[src/rtl/hazard_scoreboard.sv]
// -----------------------------------------------------------------------------
// hazard_scoreboard
//
// Hazard unit for the 5-stage MIPS pipeline. It tracks its own shadow copy
// of the in-flight instructions in EX, MEM and WB and generates stall, flush
// and forwarding controls for the datapath. Two saturating performance
// counters record stall cycles and branch-flush cycles.
//
// Ports:
//   CLK        core clock, rising edge
//   RST        asynchronous active-low reset
//   RsD, RtD   source registers of the instruction in ID
//   WriteRegD  destination register of the instruction in ID (after RegDst)
//   RegWriteD  ID instruction writes the register file
//   MemtoRegD  ID instruction is a load
//   JumpD      ID instruction is a jump
//   PCSrcE     branch taken, resolved in EX
//   CntClr     synchronous clear of both performance counters
//   StallF     hold PC
//   StallD     hold the IF/ID register
//   FlushD     clear the IF/ID register
//   FlushE     clear the ID/EX register (insert a bubble)
//   ForwardAE  EX operand A select: 00 regfile, 10 MEM ALU result, 01 WB result
//   ForwardBE  EX operand B select, same encoding
//   StallCnt   saturating count of cycles with StallD=1
//   FlushCnt   saturating count of branch-caused FlushE cycles
// -----------------------------------------------------------------------------
module hazard_scoreboard #(
    parameter int REG_AW = 5,
    parameter int CNT_W  = 16
) (
    input  logic              CLK,
    input  logic              RST,
    input  logic [REG_AW-1:0] RsD,
    input  logic [REG_AW-1:0] RtD,
    input  logic [REG_AW-1:0] WriteRegD,
    input  logic              RegWriteD,
    input  logic              MemtoRegD,
    input  logic              JumpD,
    input  logic              PCSrcE,
    input  logic              CntClr,
    output logic              StallF,
    output logic              StallD,
    output logic              FlushD,
    output logic              FlushE,
    output logic [1:0]        ForwardAE,
    output logic [1:0]        ForwardBE,
    output logic [CNT_W-1:0]  StallCnt,
    output logic [CNT_W-1:0]  FlushCnt
);

    // Writer view of a pipeline slot: all that MEM and WB need to drive
    // forwarding decisions.
    typedef struct packed {
        logic              valid;
        logic              reg_write;
        logic [REG_AW-1:0] write_reg;
    } writer_t;

    // Full EX slot: writer view plus the load flag (for load-use) and the
    // source registers (for forwarding selection).
    typedef struct packed {
        writer_t           wr;
        logic              mem_to_reg;
        logic [REG_AW-1:0] rs;
        logic [REG_AW-1:0] rt;
    } entry_t;

    localparam logic [REG_AW-1:0] REG_ZERO = {REG_AW{1'b0}};
    localparam logic [CNT_W-1:0]  CNT_ZERO = {CNT_W{1'b0}};
    localparam logic [CNT_W-1:0]  CNT_MAX  = {CNT_W{1'b1}};
    localparam logic [CNT_W-1:0]  CNT_ONE  = {{(CNT_W-1){1'b0}}, 1'b1};

    localparam logic [1:0] FWD_REG = 2'b00;
    localparam logic [1:0] FWD_MEM = 2'b10;
    localparam logic [1:0] FWD_WB  = 2'b01;

    entry_t             e_r;
    writer_t            m_r;
    writer_t            w_r;
    logic               active_r;
    logic [CNT_W-1:0]   stall_cnt_r;
    logic [CNT_W-1:0]   flush_cnt_r;

    entry_t             d_entry_s;
    logic               live_s;
    logic               load_use_s;
    logic               branch_s;
    logic               stall_s;
    logic               jump_flush_s;
    logic               flush_d_s;
    logic               flush_e_s;
    logic [1:0]         fwd_a_s;
    logic [1:0]         fwd_b_s;

    // True when slot w will write register r. $0 is hard-wired, so a write
    // to it never produces a dependency.
    function automatic logic writer_match(input writer_t w,
                                          input logic [REG_AW-1:0] r);
        return w.valid & w.reg_write & (w.write_reg != REG_ZERO) &
               (w.write_reg == r);
    endfunction

    // Forwarding select for one EX source register; MEM is the younger
    // producer and therefore wins over WB.
    function automatic logic [1:0] fwd_select(input logic ex_valid,
                                              input logic [REG_AW-1:0] src,
                                              input writer_t mem_w,
                                              input writer_t wb_w);
        logic [1:0] sel;
        if (!ex_valid) begin
            sel = FWD_REG;
        end else if (writer_match(mem_w, src)) begin
            sel = FWD_MEM;
        end else if (writer_match(wb_w, src)) begin
            sel = FWD_WB;
        end else begin
            sel = FWD_REG;
        end
        return sel;
    endfunction

    // Saturating increment: the counter sticks at all-ones instead of wrapping.
    function automatic logic [CNT_W-1:0] sat_inc(input logic [CNT_W-1:0] v);
        logic [CNT_W-1:0] n;
        if (v == CNT_MAX) begin
            n = v;
        end else begin
            n = v + CNT_ONE;
        end
        return n;
    endfunction

    // Hazard detection and forwarding selection from the registered shadow
    // state and the current ID/EX inputs.
    always_comb begin
        d_entry_s.wr.valid     = 1'b1;
        d_entry_s.wr.reg_write = RegWriteD;
        d_entry_s.wr.write_reg = WriteRegD;
        d_entry_s.mem_to_reg   = MemtoRegD;
        d_entry_s.rs           = RsD;
        d_entry_s.rt           = RtD;

        // Outputs are held low while in reset and on the first cycle after
        // release, so nothing sampled during reset can leak a flush or stall.
        live_s = RST & active_r;

        load_use_s = e_r.wr.valid & e_r.mem_to_reg &
                     (writer_match(e_r.wr, RsD) | writer_match(e_r.wr, RtD));

        // A taken branch squashes the ID instruction, so any load-use seen
        // against it is on the wrong path and must not stall.
        branch_s = live_s & PCSrcE;
        stall_s  = live_s & load_use_s & ~PCSrcE;

        // A stalled jump is re-presented next cycle; flush IF only then.
        jump_flush_s = live_s & JumpD & ~load_use_s & ~PCSrcE;

        flush_d_s = branch_s | jump_flush_s;
        flush_e_s = branch_s | stall_s;

        fwd_a_s = fwd_select(e_r.wr.valid, e_r.rs, m_r, w_r) & {2{RST}};
        fwd_b_s = fwd_select(e_r.wr.valid, e_r.rt, m_r, w_r) & {2{RST}};
    end

    // Shadow pipeline: one stage per clock; stalls bubble EX but MEM/WB drain.
    always_ff @(posedge CLK or negedge RST) begin
        if (!RST) begin
            e_r      <= '0;
            m_r      <= '0;
            w_r      <= '0;
            active_r <= 1'b0;
        end else begin
            active_r <= 1'b1;
            w_r      <= m_r;
            m_r      <= e_r.wr;
            if (flush_e_s) begin
                e_r <= '0;
            end else begin
                e_r <= d_entry_s;
            end
        end
    end

    // Stall-cycle counter; a clear overrides a simultaneous increment.
    always_ff @(posedge CLK or negedge RST) begin
        if (!RST) begin
            stall_cnt_r <= CNT_ZERO;
        end else if (CntClr) begin
            stall_cnt_r <= CNT_ZERO;
        end else if (stall_s) begin
            stall_cnt_r <= sat_inc(stall_cnt_r);
        end else begin
            stall_cnt_r <= stall_cnt_r;
        end
    end

    // Branch-flush counter; a clear overrides a simultaneous increment.
    always_ff @(posedge CLK or negedge RST) begin
        if (!RST) begin
            flush_cnt_r <= CNT_ZERO;
        end else if (CntClr) begin
            flush_cnt_r <= CNT_ZERO;
        end else if (branch_s) begin
            flush_cnt_r <= sat_inc(flush_cnt_r);
        end else begin
            flush_cnt_r <= flush_cnt_r;
        end
    end

    assign StallF    = stall_s;
    assign StallD    = stall_s;
    assign FlushD    = flush_d_s;
    assign FlushE    = flush_e_s;
    assign ForwardAE = fwd_a_s;
    assign ForwardBE = fwd_b_s;
    assign StallCnt  = stall_cnt_r;
    assign FlushCnt  = flush_cnt_r;

endmodule

[config.mk]
export PLATFORM = sky130hd
export DESIGN_NAME = hazard_scoreboard
export DESIGN_NICKNAME = d
export VERILOG_FILES = /design/src/rtl/hazard_scoreboard.sv
export SDC_FILE = /design/constraint.sdc
export NUM_CORES = 1
export LEC_CHECK = 0
export ABC_AREA = 1
export BUFFER_PORTS_ARGS = -buffer_cell sky130_fd_sc_hd__buf_2
export CORE_MARGIN = 3
export CORE_UTILIZATION = 50
export CTS_CLUSTER_DIAMETER = 150
export DETAILED_ROUTE_END_ITERATION = 16
export GPL_ROUTABILITY_DRIVEN = 0
export HOLD_SLACK_MARGIN = 0.06
export PLACE_DENSITY_LB_ADDON = 0.12
export SKIP_LAST_GASP = 1
export SYNTH_ARGS = -nofsm -noshare
export SYNTH_HDL_FRONTEND = slang
export SYNTH_SLANG_ARGS = --single-unit
[constraint.sdc]
create_clock -name CLK -period 2.7 [get_ports CLK]
set_input_delay 0.27 -clock CLK [delete_from_list [all_inputs] [get_ports CLK]]
set_output_delay 0.27 -clock CLK [all_outputs]
set_load 0.01 [all_outputs]
Word level (Yosys, flattened, before mapping). Index checks and enable logic that the tools add are counted.

Bits in registers: 65. Input port bits: 22. Output and inout port bits: 40. Logic and storage cells: 75.

Add/sub/neg operators: 2. Equality and inequality tests: 10. Mux-type cells: 13. Bitwise logic cells: 28. Reductions and logical operators: 7.

Operators with widths (count): $mux W16 (6); $add A16 B1 Y16 const B (2); $eq A16 B16 Y1 const B (2); $eq A5 B5 Y1 (6); $and A1 B1 Y1 (21); $mux W18 (1); $reduce_bool A5 Y1 (3); $mux W2 (4); $and A2 B2 Y2 (2); $ne A2 B2 Y1 const B (2); $reduce_and A2 Y1 (2); $reduce_bool A2 Y1 (2); $or A1 B1 Y1 (3); $mux W1 (2); $not A1 Y1 (2).

Logic depth before layout (Yosys ltp).
Depth in word-level cells: 9. Mapped depth: 12. Mapped depth without buffers: 11.

Worst setup path before layout. Ideal clock, no wire load.

Kind: register -> register. From: register flush_cnt_r[0], in the netlist FlushCnt[0]. To: register flush_cnt_r[12], in the netlist FlushCnt[12]. Setup time: 0.128 ns. Data arrival time: 1.590 ns. Required time: 2.572 ns. Slack: 0.982 ns. Stages on the path, launching flop included: 10. Buffers on the path: 1. Clock period less this slack: 1.718 ns. Cell sequence: dfrtp_1 ha_1 nand2_1 nor2_4 nand4_2 o21ai_4 buf_8 o21bai_1 nand2_1 a21oi_1.

Cells in the longest elaborated chain, start to end: 4. Elaborated cells between the ends (all ways): 7. Those cells by class: 1 x add/sub; 2 x eq/ne; 3 x mux; 1 x reduce/logical.

Ends and longest elaborated chain: start: declaration (RTL line 83) `logic [CNT_W-1:0] flush_cnt_r;`; start signal: assignment (RTL line 205) `flush_cnt_r <= sat_inc(flush_cnt_r);`; start signal: assignment (RTL line 207) `flush_cnt_r <= flush_cnt_r;`; $add A16 B1 Y16 (RTL line 129) `n = v + CNT_ONE;`; $mux W16 (RTL line 126) `if (v == CNT_MAX) begin`; $mux W16 (RTL line 204) `end else if (branch_s) begin`; $mux W16 (RTL line 202) `end else if (CntClr) begin`.

Several ways; a longest one is shown, not always the timed one. The select of a mux whose other input is x is not followed. A chain may end at the register's enable or synchronous reset.

Worst setup path after layout.
From: input port RST. To: output port FlushE.

Cells in the longest elaborated chain, start to end: 4. Elaborated cells between the ends (all ways): 5. Those cells by class: 5 x bitwise.

Ends and longest elaborated chain: start: declaration (RTL line 33) `input logic RST,`; $and A1 B1 Y1 (*) (RTL line 146) `live_s = RST & active_r;`; $and A1 B1 Y1 (2 in a row) (RTL line 154) `stall_s = live_s & load_use_s & ~PCSrcE;`; $or A1 B1 Y1 (*) (RTL line 160) `flush_e_s = branch_s | stall_s;`; end: declaration (RTL line 45) `output logic FlushE,`.

Mark *: on every way between the ends. The rest lies on a longest branch, timed or not.

==> out/summary.txt <==
Share of Yosys cell area claimed by the top area cell type -> 46.1%
Max incr delay on CP -> 520 ps
Nets@finish -> 533
Syn Nets -> 465
DRT Wirelength -> 7880 um
Crit start category -> input port
Final Hold Fails -> 0
Vias in the first global route -> 2869
Crit share post-route -> 81.0%
DR pass1 iterations -> 4
Count of different cell masters after synthesis -> 43
HPWL Detailed -> 5800 um
GR peak layer -> met2
Chip Height -> 90.0 um
Vias per cell -> 4.96
Setup TNS -> 0 ps
Root Buffer -> clkbuf_8
Die area -> 8110 um2
CTS tree -> built
Post-CTS setup buffer count -> 0
R2r setup slk -> 730 ps
Worst path required time -> 2430 ps
CP max stage cell -> dlygate4sd3_1
Initial antenna violation count -> 0
Met2 Track Usage GR -> 31.4%
Status -> complete, no violations
Dominant synthesized flop cell -> dfrtp_1
CP bufs+invs -> 4
Initial Utilization -> 53.5%
Seq/Total Area, Yosys -> 46.1%
GRT Overall Usage -> 20.2%
Reg2Reg Depth -> 9
Port-buffer cells -> 61
HP Class -> in2reg
Share of cells above drive strength 1 -> 21.4%
Cell Chain, Critical Path -> dlygate4sd3_1 -> buf_2 -> nand2_1 -> nor2_1 -> inv_1 -> nand2_1 -> buf_2
Mapped Area -> 3530 um2
Chip Width -> 90.0 um
Most common library cells after synthesis -> nand2_1 (105), dfrtp_1 (65), nor2_1 (55)
Avg Cell Area, Syn -> 8.01 um2
Setup violators final -> 0
Wirelength per Cell -> 13.0 um
EDFF count, synth -> 0
Max-cap violations -> 0
Crit path to -> FlushE
Mapped Cells -> 441
Count leader, synth -> nand2_1
Crit Path Class -> in2out
Tmin final -> 2190 ps
GR Layer Usage met3 -> 3.84%
Area delta synth->final -> 16.7%
Reg-to-Reg Start -> FlushCnt[0]
CTS Buf Count -> 9
Clock Path Buffers -> 2
Worst-Margin Slew -> 570 ps
Leakage -> 2.08 nW
Clock-pin slew on the worst setup and hold paths -> 70 ps
Area contributors post-synth -> dfrtp_1 (46%), nand2_1 (11%), nor2_1 (5.8%)
Vias -> 3013
Peak supply drop -> 338 uV
RSZ-0062 raised after global routing -> no
Core outline area -> 6600 um2
DRC -> 0
H-tree levels -> 3
Final clock skew -> 12.1 ps
Total gr overflow -> 0
Synth area leader -> dfrtp_1
Pins Over Slew Limit -> 0
Iter 0 DRT Violations -> 149
# rows -> 29
Clk Latency, worst-skew pair -> 330 ps
Largest net degree at the start of global routing -> 46
CP Depth -> 7
Cell family with most CP delay -> buffers and inverters
CP Max Fanout -> 11
Place WS -> 736 ps
Sink Count -> 65
GRT met1 Usage -> 28.1%
Final worst slack -> 514 ps
RR Endpoint -> FlushCnt[3]
Slew Limit Headroom -> 62.0%
Ys Warns -> 0
Post-route ant nets -> 0
Critical path arrival -> 1920 ps
N_diodes -> 0
Synthesis-stage register bit count -> 65
Power Density -> 496 nW/um2
Worst hold path cell count -> 3
Ys async rst share -> 100%
Worst Setup SP -> RST
Num ports -> 62
First-pass GRT wire length -> 13500 um
Fmax -> 457 MHz
Crit end category -> primary output
-- stage by stage --
| stage | util, % | cell area [um2] | instances | power [mW] | hold WS (ps) |
|---|---|---|---|---|---|
| after floorplan | - | 3530 | 441 | 1.19 | -25.6 |
| after global placement | 59.4 | 3920 | 590 | 1.26 | 335 |
| after detailed placement | 59.4 | 3920 | 590 | 1.27 | 336 |
| after CTS | 62.4 | 4120 | 607 | 2.06 | 131 |
| after global routing | 62.4 | 4120 | 607 | 2.13 | 124 |
| final | 62.4 | 4120 | 607 | 2.04 | 144 |
-- kinds of logic (layout without fill, tap and decap cells) --
| family | after synthesis | in the layout | synth area share, % |
|---|---|---|---|
| xor+xnor | 27 | 27 | 6.70 |
| compound gates | 33 | 33 | 6.20 |
| other cells | 1 | 1 | 0.106 |
| flops | 65 | 65 | 46.1 |
| fa+ha+maj | 2 | 2 | 0.709 |
| buf+inv | 67 | 140 | 8.01 |
| simple gates | 246 | 246 | 32.2 |
-- what timing repair did --
action,4_1_cts,5_1_grt
endpoints found under the hold margin,20,0
hold buffers,1,0
resized for setup,0,0
-- report_power, final --
group	leakage (nW)	internal [mW]	switching, mW
logic	1.15	0.0758	0.120
clock network	0.0933	0.426	0.372
registers	0.832	1.01	0.0405
total	2.08	1.51	0.532
-- tightest hold or removal path: stages --
cell	delay, ps
buf_2	90
inv_1	40
nor2_1	30
-- layer usage --
| metal | routed length (um) | part of all wire [%] |
|---|---|---|
| met5 | 0 | 0 |
| met4 | 60 | 0.76 |
| met3 | 395 | 5.0 |
| met2 | 3630 | 46 |
| met1 | 3800 | 48 |
-- layout by cell type, fill, tap and decap left out, types with 3 or more instances in the layout --
master / count
buf_2: 61
nand2_1: 105
xnor2_1: 13
clkinv_1: 3
clkbuf_8: 9
nand3_1: 39
nor3_1: 11
nor3b_1: 7
nor2_1: 55
nand2_2: 3
dfrtp_1: 65
xor2_1: 14
inv_2: 7
o21ai_1: 10
a21oi_1: 6
nor2_2: 3
buf_4: 4
a21oi_2: 3
inv_1: 46
nand4_1: 10
o31ai_1: 4
clkinv_2: 3
-- worst min-delay path by stage --
stage / from / slack, ps / endpoint
floorplan: RST / -30 / FlushCnt[0]
global placement: RST / 330 / e_r[5]
detailed placement: RST / 340 / m_r[3]
CTS: WriteRegD[3] / 130 / e_r[14]
global route: WriteRegD[3] / 120 / e_r[14]
finish: WriteRegD[3] / 140 / e_r[14]
-- sequential cells by signal, indices dropped and copies added (netlist names) --
| name | count |
|---|---|
| m_r | 7 |
| StallCnt | 16 |
| e_r | 18 |
| w_r | 7 |
| FlushCnt | 16 |
| active_r | 1 |
-- area by class of cell --
type	count	area (um2)
multi-input combinational	309	1620
tap	93	116
clock inverter	5	56.3
timing repair buffer	66	345
inverter	58	221
clock buffer	11	131
sequential	65	1630
fill	634	2480
No activity file was read; power rests on OpenSTA's default activity.
